### src/rtl/path_metric_select.sv
// Min/max path-metric search: captures NUM_PATH metrics on start, scans LANES per cycle.
// Latency NUM_PATH/LANES+1 cycles to a one-cycle done pulse; start is ignored while busy, flush aborts.
module path_metric_select #(
  parameter int NUM_PATH = 16,
  parameter int MW       = 30,
  parameter int LANES    = 1,
  localparam int IDXW    = $clog2(NUM_PATH)
) (
  input  logic                   clk,
  input  logic                   rst,
  input  logic                   start,
  input  logic                   flush,
  input  logic                   sel_max,
  input  logic [NUM_PATH*MW-1:0] metric_in,
  output logic                   busy,
  output logic                   done,
  output logic [IDXW-1:0]        best_idx,
  output logic [MW-1:0]          best_metric
);

  localparam int G        = NUM_PATH / LANES;
  localparam int GW       = (G > 1) ? $clog2(G) : 1;
  localparam int LAST_GRP = G - 1;

  typedef enum logic [1:0] {IDLE, SCAN, DONE} state_t;

  state_t          state, state_nxt;
  logic            accept;
  logic [MW-1:0]   bank [NUM_PATH];
  logic            bank_max;
  logic [MW-1:0]   run_best;
  logic [IDXW-1:0] run_idx;
  logic [GW-1:0]   grp;
  logic [MW-1:0]   chain_best;
  logic [IDXW-1:0] chain_idx;
  logic [IDXW-1:0] base;
  logic [IDXW-1:0] cand_idx;
  logic [MW-1:0]   cand;

  always_ff @(posedge clk or posedge rst) begin
    if (rst) state <= IDLE;
    else     state <= state_nxt;
  end

  always_comb begin
    state_nxt = state;
    accept    = 1'b0;
    case (state)
      IDLE: if (start && !flush) begin
        state_nxt = SCAN;
        accept    = 1'b1;
      end
      SCAN: begin
        if (flush)                        state_nxt = IDLE;
        else if (grp == GW'(LAST_GRP))    state_nxt = DONE;
      end
      DONE:    state_nxt = IDLE;
      default: state_nxt = IDLE;
    endcase
  end

  assign busy = (state != IDLE);

  // In-order chain across the lanes of one group; strict compare keeps the lowest index on ties.
  always_comb begin
    chain_best = run_best;
    chain_idx  = run_idx;
    base       = IDXW'(grp) * IDXW'(LANES);
    cand_idx   = base;
    cand       = '0;
    for (int l = 0; l < LANES; l++) begin
      cand_idx = base + IDXW'(l);
      cand     = bank[cand_idx];
      if (bank_max ? (cand > chain_best) : (cand < chain_best)) begin
        chain_best = cand;
        chain_idx  = cand_idx;
      end
    end
  end

  always_ff @(posedge clk or posedge rst) begin
    if (rst) begin
      for (int p = 0; p < NUM_PATH; p++) bank[p] <= '0;
      bank_max    <= 1'b0;
      run_best    <= '0;
      run_idx     <= '0;
      grp         <= '0;
      best_idx    <= '0;
      best_metric <= '0;
      done        <= 1'b0;
    end else begin
      done <= 1'b0;
      if (accept) begin
        for (int p = 0; p < NUM_PATH; p++) bank[p] <= metric_in[p*MW +: MW];
        bank_max <= sel_max;
        run_best <= metric_in[0 +: MW];
        run_idx  <= '0;
        grp      <= '0;
      end else if (state == SCAN && !flush) begin
        run_best <= chain_best;
        run_idx  <= chain_idx;
        grp      <= grp + GW'(1);
      end
      if (state == DONE) begin
        best_idx    <= run_idx;
        best_metric <= run_best;
        done        <= 1'b1;
      end
    end
  end

endmodule

### config.mk
export PLATFORM = sky130hd
export DESIGN_NAME = path_metric_select
export DESIGN_NICKNAME = d
export VERILOG_FILES = /design/src/rtl/path_metric_select.sv
export SDC_FILE = /design/constraint.sdc
export NUM_CORES = 2
export LEC_CHECK = 0
export BUFFER_PORTS_ARGS = -buffer_cell sky130_fd_sc_hd__buf_2
export CAP_MARGIN = 20
export CORE_MARGIN = 8
export CORE_UTILIZATION = 41
export DETAILED_ROUTE_END_ITERATION = 10
export PLACE_DENSITY = 0.67
export SKIP_LAST_GASP = 1
export SLEW_MARGIN = 15
export SYNTH_ARGS = -nofsm -noshare
export SYNTH_HDL_FRONTEND = slang
export SYNTH_SLANG_ARGS = --single-unit
### constraint.sdc
create_clock -name clk -period 23.2 [get_ports clk]
set_input_delay 3.48 -clock clk [delete_from_list [all_inputs] [get_ports clk]]
set_output_delay 3.48 -clock clk [all_outputs]
set_load 0.01 [all_outputs]
==> flow_summary.json <==
{
  "fin_area_um2": 30700,
  "ys_ff_latch": 556,
  "wl_per_cell_um": 20.5,
  "synth.distinct_cells": 36,
  "worstSetupPathType": "input port to flop",
  "yosysMostFrequentCell": "nand2_1",
  "max_slew_margin_pct": 28.8,
  "ir_worst_vdd_mv": 0.0654,
  "globalplace.congestion": 0.850,
  "cts.hold.buffers_added": 0,
  "synth_area_um2": 25600,
  "syn_nets": 3175,
  "hold_viol": 0,
  "detailed_place.area_um2": 28700,
  "drive_gt1_share_pct": 25.5,
  "dr.pass1.iters": 7,
  "power.switching_uw": 1080,
  "maxCapViolCount": 0,
  "nNetsFinal": 3610,
  "cts_resized": 0,
  "area_growth_pct": 20.2,
  "grt_first_pass_wirelength_um": 125000,
  "grt_pass1_vias": 21500,
  "synthArstFlopShare_pct": 100,
  "synth-simple-area-share_pct": 23.9,
  "power_leakage_uw": 0.0161,
  "ys_warn_count": 0,
  "yosysSeqAreaShare_pct": 54.4,
  "cts_root_buffer": "clkbuf_16",
  "clk_pin_slew_ns": 0.06,
  "cts_tree": "yes",
  "synth_top_family_by_area": "simple AND/OR/NAND/NOR gates",
  "hold_ws_ns": 0.468,
  "period_share_pct": 29.2,
  "grtUsageTotal_pct": 22.8,
  "multi_input_area_um2": 10800,
  "cp.required_ns": 23.74,
  "routed.top_layer": "met5",
  "synthAdderAreaFrac_pct": 1.52,
  "fp.coreArea_um2": 61700,
  "cts_sinks": 556,
  "start_util_pct": 41.4,
  "row_count": 91,
  "fin_skew_ns": 0.0211,
  "nFillCells": 5794,
  "synth_mux_area_share_pct": 13.4,
  "period_minus_slack_ns": 6.77,
  "worstMarginPinSlew_ns": 1.07,
  "die_y_um": 266,
  "io_buffers": 520,
  "met3_length_um": 6790,
  "drt-vias-per-instance": 5.16,
  "cts_buffers": 59,
  "m1WireLength_um": 35800,
  "grt-ovfl-total": 0,
  "drt_iter0_drc": 1829,
  "vias": 20500,
  "synthTopCellsByCount": "1,487 x nand2_1, 556 x dfrtp_1, 150 x mux4_2",
  "yosys.area_share.xor_xnor_pct": 0.103,
  "p_comb_share_pct": 30.4,
  "wl_met2_um": 36400,
  "synth_compound_area_share_pct": 3.23,
  "holdCritPathClass": "flop to flop",
  "dp_hpwl_um": 59300,
  "pwr-share-seq_pct": 40.1,
  "internal-power_uw": 2150,
  "synth_top_area_share_pct": 54.4,
  "htreeDepth": 2,
  "synth-main-ff-cell": "dfrtp_1",
  "antenna_found_initial": 16,
  "pwr-share-clk_pct": 29.5,
  "synth-edff-count": 0,
  "crit_arrival_ns": 7.31,
  "grt_max_degree": 173,
  "netSwitchingFraction_pct": 33.4,
  "total_power_uw": 3240,
  "drt_wl_total_um": 81600,
  "worstSetupEndpointType": "flop",
  "drc_errors": 0,
  "syn_inst": 2659,
  "clk_latency_ns": 0.61,
  "io_pins": 521,
  "seqCellArea_um2": 13900,
  "grt_setup_unrepaired": "false",
  "pre_cts_ws_ns": 15.89,
  "synth.avg_cell_area_um2": 9.61,
  "critPathMaxFanout": 95,
  "yosys.area.top_type": "dfrtp_1",
  "setup_viol": 0,
  "fmax_mhz": 148,
  "synthTopCellsByArea": "dfrtp_1 54%, nand2_1 22%, mux4_2 13%",
  "die_w_um": 266,
  "status": "complete, no violations",
  "dieArea_um2": 70600,
  "crit_path_start_kind": "input port",
  "clock_path_buffers": 3,
  "powerDensity_nw_per_um2": 105,
  "ant_nets": 0,
  "fin_setup_tns_ns": 0,
  "fin_ws_ns": 16.43,
  "maxSlewViolCount": 0,
  "post-cts-setup-buffers": 0
}
==> sequential cells by signal, summed over array words and instances (netlist names) <==
register,flops
run_best,30
bank_max,1
best_idx,4
run_idx,4
state,2
grp,4
best_metric,30
done,1
bank,480
==> metrics by stage <==
stage          std cells  utilization [%]
6_report            3976             49.8
2_1_floorplan       2659                -
5_1_grt             3975             49.8
4_1_cts             3974             49.7
3_3_place_gp        3869             46.5
3_5_place_dp        3869             46.5
==> power groups by stage <==
stage	sequential, µW	combinational, µW	clock (µW)
final	1300	985	954
after global routing	1320	1080	1010
after CTS	1300	989	973
after detailed placement	1310	984	0
after global placement	1310	967	0
after floorplan	1250	695	0
==> cells by family (layout without fill, tap and decap cells) <==
logic type | count (synthesis) | count (layout)
simple gates | 1578 | 1578
flops | 556 | 556
buf+inv | 209 | 688
mux | 155 | 155
compound gates | 127 | 127
fa+ha+maj | 31 | 31
xor+xnor | 3 | 3
other cells | 0 | 1
==> final cells by class <==
type                            count  share of cell area (%)
Clock inverter                     11                   0.448
Multi-Input combinational cell   1894                    35.1
Antenna cell                        1                 0.00814
Tap cell                          837                    3.41
Inverter                           33                   0.428
Sequential cell                   556                    45.3
Clock buffer                       94                    5.96
Timing Repair Buffer              550                    9.31
==> layout by cell type, fill, tap and decap left out, types with 18 or more instances in the layout <==
cell       count
a21boi_0      31
clkbuf_8      18
buf_4         28
ha_1          31
nand3_1       34
buf_2        520
o211ai_1      35
nand4_1       36
o21ai_0       31
dfrtp_1      552
nand2_1     1487
clkbuf_16     61
inv_1         32
mux4_2       150
==> final timing paths <==
| check | slack [ns] | endpoint | cells after the start | startpoint |
|---|---|---|---|---|
| min in group asynchronous | 3.01 | bank[330] | 2 | rst |
| worst max-delay path | 16.43 | bank[79] | 7 | start |
| worst min register to register | 0.47 | bank[195] | 2 | bank[195] |
| worst min-delay path | 0.47 | bank[195] | 2 | bank[195] |
| worst max register to register | 16.74 | run_idx[2] | 13 | grp[0] |
| max in group asynchronous | 17.44 | bank[137] | 6 | rst |
==> routing by layer <==
layer,up-vias,GRT usage (%)
li1,9535,-
met1,10000,32.3
met2,801,34.3
met3,158,5.62
met4,8,7.45
met5,-,0
==> worst max-delay path, cell delays in order <==
cell and delay, ns:
buf_2 0.10, or3b_4 0.75, buf_4 0.80, buf_4 0.86, buf_4 0.87, nand2_1 0.15, nand2_1 0.12
Note: power is estimated with default switching activity, not from simulation.
